$ cat src/rtl/pipeline_hazard_tracker.sv
// rtl/pipeline_hazard_tracker.sv - EXE/MEM/WB destination tracking and load-use stall detection
// Optional retired-instruction counter enabled by HAZARD_RETIRE_CNT_EN.
module pipeline_hazard_tracker #(
  parameter int RA_W  = 5,
  parameter int CNT_W = 32
) (
  input  logic             clk,
  input  logic             rst,
  input  logic             id_valid,
  input  logic [RA_W-1:0]  id_rd,
  input  logic             id_wreg,
  input  logic             id_m2reg,
  input  logic [RA_W-1:0]  id_rs1,
  input  logic [RA_W-1:0]  id_rs2,
  input  logic             id_use_rs1,
  input  logic             id_use_rs2,
  input  logic             flush,
  input  logic             freeze,
  output logic [RA_W-1:0]  erd,
  output logic [RA_W-1:0]  mrd,
  output logic [RA_W-1:0]  wrd,
  output logic             ewreg,
  output logic             mwreg,
  output logic             wwreg,
  output logic             em2reg,
  output logic             mm2reg,
  output logic             wm2reg,
  output logic             load_use_stall,
  output logic [CNT_W-1:0] retired
);

  logic            e_valid;
  logic            m_valid;
  logic            ins_wreg;
  logic [RA_W-1:0] ins_rd;
  logic            bubble_e;

  // x0 is never tracked as a write, so rd reads 0 whenever wreg is 0.
  assign ins_wreg = id_wreg && (id_rd != '0);
  assign ins_rd   = ins_wreg ? id_rd : '0;

  assign load_use_stall = id_valid && e_valid && em2reg && ewreg &&
                          ((id_use_rs1 && (id_rs1 == erd)) ||
                           (id_use_rs2 && (id_rs2 == erd)));

  assign bubble_e = !id_valid || flush || load_use_stall;

  always_ff @(posedge clk or posedge rst) begin
    if (rst) begin
      e_valid <= 1'b0;
      erd     <= '0;
      ewreg   <= 1'b0;
      em2reg  <= 1'b0;
      m_valid <= 1'b0;
      mrd     <= '0;
      mwreg   <= 1'b0;
      mm2reg  <= 1'b0;
      wrd     <= '0;
      wwreg   <= 1'b0;
      wm2reg  <= 1'b0;
    end else if (!freeze) begin
      wrd     <= mrd;
      wwreg   <= mwreg;
      wm2reg  <= mm2reg;
      m_valid <= e_valid;
      mrd     <= erd;
      mwreg   <= ewreg;
      mm2reg  <= em2reg;
      if (bubble_e) begin
        e_valid <= 1'b0;
        erd     <= '0;
        ewreg   <= 1'b0;
        em2reg  <= 1'b0;
      end else begin
        e_valid <= 1'b1;
        erd     <= ins_rd;
        ewreg   <= ins_wreg;
        em2reg  <= id_m2reg && ins_wreg;
      end
    end
  end

`ifdef HAZARD_RETIRE_CNT_EN
  logic             w_valid;
  logic [CNT_W-1:0] retired_q;

  // Counts every instruction leaving WB, writing or not.
  always_ff @(posedge clk or posedge rst) begin
    if (rst) begin
      w_valid   <= 1'b0;
      retired_q <= '0;
    end else if (!freeze) begin
      w_valid <= m_valid;
      if (w_valid) retired_q <= retired_q + CNT_W'(1);
    end
  end

  assign retired = retired_q;
`else
  logic unused_m_valid;
  assign unused_m_valid = m_valid;
  assign retired        = '0;
`endif

endmodule

$ cat config.mk
export PLATFORM = sky130hd
export DESIGN_NAME = pipeline_hazard_tracker
export DESIGN_NICKNAME = d
export VERILOG_FILES = /design/src/rtl/pipeline_hazard_tracker.sv
export SDC_FILE = /design/constraint.sdc
export NUM_CORES = 1
export LEC_CHECK = 0
export CELL_PAD_IN_SITES_DETAIL_PLACEMENT = 0
export CELL_PAD_IN_SITES_GLOBAL_PLACEMENT = 2
export CORE_AREA = 10 10 76 111
export DETAILED_ROUTE_END_ITERATION = 10
export DIE_AREA = 0 0 86 121
export PLACE_DENSITY = 0.81
export SLEW_MARGIN = 5
export SYNTH_ARGS = -nofsm -noshare
export SYNTH_HDL_FRONTEND = slang
export SYNTH_SLANG_ARGS = --single-unit
$ cat constraint.sdc
create_clock -name clk -period 1.65 [get_ports clk]
set_input_delay 0.4125 -clock clk [delete_from_list [all_inputs] [get_ports clk]]
set_output_delay 0.4125 -clock clk [all_outputs]
set_load 0.01 [all_outputs]
==> out/metrics.cfg, run 1 <==
[status]
status=complete, but fails checks
violations=negative setup slack

[worst_setup_path]
worstPathRequired_ns=1.24
critPathLaunchType=input port
cp.arrival_ns=1.37
crit_fanout=2
worstSetupPathType=in2out
end_kind=output pin

[clock_network]
hold_buffers=0
cts_inserted_buffers=3
cts_root_buf=clkbuf_8
cts_sinks=22
clk_path_buf_depth=2
clk_pin_slew_ns=0.07
cts_tree=built
insertion_delay_ns=0.25
h-tree-depth=1

[route]
drtAntennaViolNets=0
vias=952
top_layer=met4
met1_length_mm=1.406
first_pass_iters=2
finalWirelength_mm=3.366
wl_per_cell_um=13.15
wl_met3_um=386
dr_wl_met2_mm=1.537
drtIter0Drc=21
drcViolationCount=0
vias_per_cell=3.719

[die]
fp.dieW_um=86
ios=78
dieArea_um2=10410
die_h_um=121
coreArea_um2=6441
start_util_pct=19.60
rows=36

[finish]
utilization_pct=29.04
fillers=693
area_growth_pct=48.17
nNetsFinal=205
drive_gt1_share_pct=24.58

[pwr]
power_density_nw_per_um2=625.2
vdd_drop_max_v=0.0002107
leakagePower_nw=0.9428

[yosys]
synth-simple-area-share_pct=8.028
syn_area_um2=1262
netlist_instances=117
synth_xor_area_share_pct=6.938
synth_fa_ha_area_share_pct=0
ys_seq_elements=22
synthMuxAreaShare_pct=12.49
synth_seq_area_share_pct=43.61
ys_types=20
synth_top_family_by_area=buffers and inverters
synth_compound_area_share_pct=7.037
yosysWarnings=0
syn_avg_cell_area_um2=10.79

[timing]
rsz0062_at_grt=true
skew_ns=0.002725
hold_viol_final=0
clock.fmax_mhz=562.5
whs_ns=0.4586
finalSetupViolations=1
post-route-period-util_pct=107.7
setup_slack_ns=-0.1278
slew_viol_final=0
fin_crit_ns=1.778

[min_path]
hp-class=in2reg

[global_routing]
grt_max_degree=23
grt_usage_pct=6.257
grt_pass1_vias=1111
antenna_found_initial=1
grt-ovfl-total=0
grt_pass1_wl_mm=5.333

[placed_design]
port_buffers=45
hpwlAfterDp_mm=2.917
gp_congestion=0.7283

[run]
drv_cap=0

cell families (layout without fill, tap and decap cells):
family | after synthesis | count (layout)
buf+inv | 40 | 71
flops | 22 | 22
simple gates | 20 | 20
mux | 14 | 14
compound gates | 10 | 10
xor+xnor | 10 | 10
other cells | 1 | 33
final timing paths:
path	cells past startpoint	start	slack, ns	end
setup / recovery	4	id_use_rs2	-0.13	load_use_stall
hold / removal	3	id_rd[4]	0.46	erd[4]
setup reg to reg	6	erd[2]	0.21	e_valid
hold reg to reg	2	e_valid	0.49	e_valid
max in group asynchronous	3	rst	0.92	erd[2]
min in group asynchronous	3	rst	0.49	mm2reg
routing by layer:
layer / up-vias / track usage (%)
met5: - / 0
met1: 442 / 6.860
li1: 451 / -
met2: 57 / 9.935
met3: 2 / 3.226
met4: 0 / 2.479
synthesized netlist by cell type:
library cell  count  area (µm²)
buf_4            32       240.2
dfrtp_1          22       550.5
mux2_2           14       157.7
nand2_1          11       41.29
xnor2_1          10       87.58
inv_1             5       18.77
o31ai_1           4       30.03
nand3_1           3       15.01
o21ai_1           3       15.01
buf_2             2       10.01
nand4_1           2       12.51
and3_1            1       6.260
and4_1            1       8.760
clkbuf_1          1       3.750
conb_1            1       3.750
nor2b_1           1       6.260
o2111ai_4         1       26.28
o21ai_0           1       5.000
o22ai_2           1       12.51
or4_4             1       11.26
through the flow:
stage / total power, mW / worst slack, ns / TNS, ns / std cells / cell area [µm²]
after CTS: 1.178 / -0.1653 / -0.1653 / 255 / 1833
after global placement: 0.8714 / -0.7010 / -2.412 / 251 / 1810
final: 1.170 / -0.1278 / -0.1278 / 256 / 1871
after global routing: 1.239 / -0.2023 / -0.2023 / 256 / 1871
after floorplan: 0.7695 / 0.1798 / 0 / 148 / 1379
after detailed placement: 0.8758 / -0.7354 / -2.740 / 251 / 1810
report_power, final:
part           total, mW  switching [mW]  internal (mW)
sequential         0.586          0.0190          0.567
combinational      0.268           0.125          0.143
clock              0.315           0.153          0.162
flip-flops by register name, summed over array words and instances (netlist names):
| register | cells |
|---|---|
| erd | 5 |
| em2reg | 1 |
| wrd | 5 |
| mm2reg | 1 |
| mrd | 5 |
| wm2reg | 1 |
| ewreg | 1 |
| e_valid | 1 |
| wwreg | 1 |
| mwreg | 1 |
worst max-delay path, cell delays in order:
cell and delay (ns):
clkdlybuf4s50_1 0.46, nand4_1 0.13, o22ai_2 0.21, buf_2 0.16
timing repair:
item,in CTS,in global routing
buffers inserted,1,0
pin swaps,13,7
setup endpoints to repair,8,5
resized for setup,21,9
placed cells by master (no fill, tap or decap):
cell type	n
or4_4	1
nand4_1	2
buf_4	17
mux2_2	14
o31ai_2	1
inv_1	5
diode_2	1
conb_1	32
o31ai_1	3
nand3_1	3
and4_1	1
dfrtp_1	21
o21ai_0	1
o22ai_2	1
buf_12	1
o21ai_2	1
clkdlybuf4s50_1	23
nor2b_1	1
o2111ai_4	1
dlymetal6s2s_1	4
nand2_1	11
xnor2_2	2
buf_2	1
and3_1	1
clkbuf_8	3
dfrtp_2	1
o21ai_1	2
xnor2_1	8
dlygate4sd2_1	17
cell type report:
class / count / area [µm²] / share of cell area, %
timing repair buffer: 63 / 581.8 / 31.10
multi-input combinational: 86 / 579.3 / 30.97
clock buffer: 3 / 41.29 / 2.207
sequential: 22 / 551.8 / 29.50
antenna: 1 / 2.502 / 0.1338
tap: 76 / 95.09 / 5.084
inverter: 5 / 18.77 / 1.003
Note: power is estimated with default switching activity, not from simulation.
==> run 2: changes to the inputs <==
- CAP_MARGIN: default -> 20
- clock period: 1.65 -> 1.8 ns (I/O delays scaled with it)
==> run 2 against run 1 <==
Net effect:
- the flow still finishes with violations (negative setup slack)
- worst setup slack better by 0.10 ns
- largest cell class unchanged
- cell area fell by 1.9%
- critical path depth stayed put
- global-route usage up 0.083 points
- critical path type is now reg2out
==> out/metrics.cfg, run 2 (synthesis results as in run 1) <==
[clock_network]
cts_sinks=22
cts_inserted_buffers=3
h-tree-depth=1
insertion_delay_ns=0.26
cts_root_buf=clkbuf_8
hold_buffers=0
clk_pin_slew_ns=0.07
cts_tree=built
clk_path_buf_depth=2

[die]
fp.dieW_um=86
dieArea_um2=10410
coreArea_um2=6441
start_util_pct=19.60
ios=78
die_h_um=121
rows=36

[status]
violations=negative setup slack
status=complete, but fails checks

[worst_setup_path]
r2r_start=erd[4]
crit_slowest_cell=dfrtp_1
cp_num_buf_inv=1
reg2reg_to=erd[0]
worstPathRequired_ns=1.35
cp_cell_sequence=xnor2_1 > nand4_1 > o22ai_2 > buf_2
worstSetupPathType=reg2out
cp.arrival_ns=1.38
crit_path_end=load_use_stall
ff2ff_setup_slack_ns=0.27
worst-path-stages=4
critPathLaunchType=register
crit_path_start=erd[4]
cp_top_family=flip-flops
slowest_delay_ns=0.43
crit_fanout=3
end_kind=output pin
ff2ff_path_depth=7

[finish]
area_growth_pct=45.29
instances_no_fill=253
nNetsFinal=203
fin_area_um2=1834
layout_commonest_cell=conb_1
layout_common_cells=32 x conb_1, 27 x clkdlybuf4s50_1, 21 x dfrtp_1, 15 x dlygate4sd2_1, 15 x buf_4
drive_gt1_share_pct=22.03
largestRegisters=erd x5, mrd x5, wrd x5
diodes=0

[pwr]
vdd_drop_max_v=0.0002324
leakagePower_nw=0.9090
power_density_nw_per_um2=587.2

[timing]
hold_viol_final=0
slew_viol_final=0
rsz0062_at_grt=true
finalSetupViolations=1
skew_ns=0.0003142
post-route-period-util_pct=101.5
setup_slack_ns=-0.02696
clock.fmax_mhz=547.4
fin_crit_ns=1.827

[placed_design]
gp_congestion=0.7337
port_buffers=45
placed_cells=248
post_dp_cell_area_um2=1788
hpwlAfterDp_mm=2.945

[route]
finalWirelength_mm=3.407
vias_per_cell=3.763
drcViolationCount=0
vias=952
first_pass_iters=4
wl_per_cell_um=13.47
drtIter0Drc=31
drtAntennaViolNets=0

[global_routing]
grt_usage_pct=6.340
grt_pass1_wl_mm=5.347
antenna_found_initial=0
grt-ovfl-total=0
grt_pass1_vias=1078
grt_max_degree=23

[min_path]
worstHoldPathCells=1
hp-class=reg2reg

[run]
drv_cap=0

run 2: cell types whose count changed in the layout (fill, tap and decap cells not counted), sizes merged:
cell	delta
dlymetal6s2s	-2
dlygate4sd2	-2
diode	-1
clkdlybuf4s50	+4
buf	-2
run 2: worst register-to-register path, delay by kind of cell, from the launching register on:
| family | cells | cell delay [ns] |
|---|---|---|
| simple gates | 1 | 0.14 |
| compound gates | 2 | 0.32 |
| xor+xnor | 1 | 0.15 |
| buf+inv | 3 | 0.41 |
| flops | 1 | 0.43 |
run 2: area by class of cell:
type	count	area, µm²
tap	76	95.09
multi-input combinational	86	563.0
sequential	22	551.8
inverter	5	18.77
fill	679	4607
clock buffer	3	41.29
timing repair buffer	61	564.3
run 2: worst min path at each step:
stage	slack [ns]	end	start
3_5_place_dp	0.50	wrd[4]	wrd[4]
6_report	0.51	wrd[4]	wrd[4]
2_1_floorplan	0.44	e_valid	rst
3_3_place_gp	0.48	e_valid	e_valid
4_1_cts	0.51	wrd[0]	wrd[0]
5_1_grt	0.53	wrd[3]	wrd[3]
run 2: metal layers:
layer / global-route usage [%] / wire length [µm]
met4: 2.789 / 62
met5: 0 / 0
met2: 9.748 / 1521
met1: 6.981 / 1397
met3: 3.495 / 425
run 2: repair_timing:
item,in CTS,in global routing
gates resized for setup,21,2
setup endpoints to repair,4,3
pin swaps,15,2
setup buffers,1,1
endpoints found under the hold margin,0,0
run 2: report_power, final:
| part | internal, mW | leakage (nW) | switching [mW] |
|---|---|---|---|
| clock network | 0.149 | 0.0216 | 0.150 |
| registers | 0.519 | 0.299 | 0.0166 |
| logic | 0.128 | 0.588 | 0.113 |
run 2: per-stage QoR:
step           power [mW]  hold WS, ns  util (%)  setup TNS, ns  worst slack, ns
2_1_floorplan      0.7053       0.4392         -              0           0.2875
3_3_place_gp       0.7945       0.4842     27.76         -1.084          -0.6218
3_5_place_dp       0.7992       0.4957     27.76         -1.425          -0.6762
4_1_cts             1.092       0.5133     28.28       -0.09762         -0.09762
5_1_grt             1.139       0.5327     28.48        -0.1405          -0.1405
6_report            1.077       0.5079     28.48       -0.02696         -0.02696
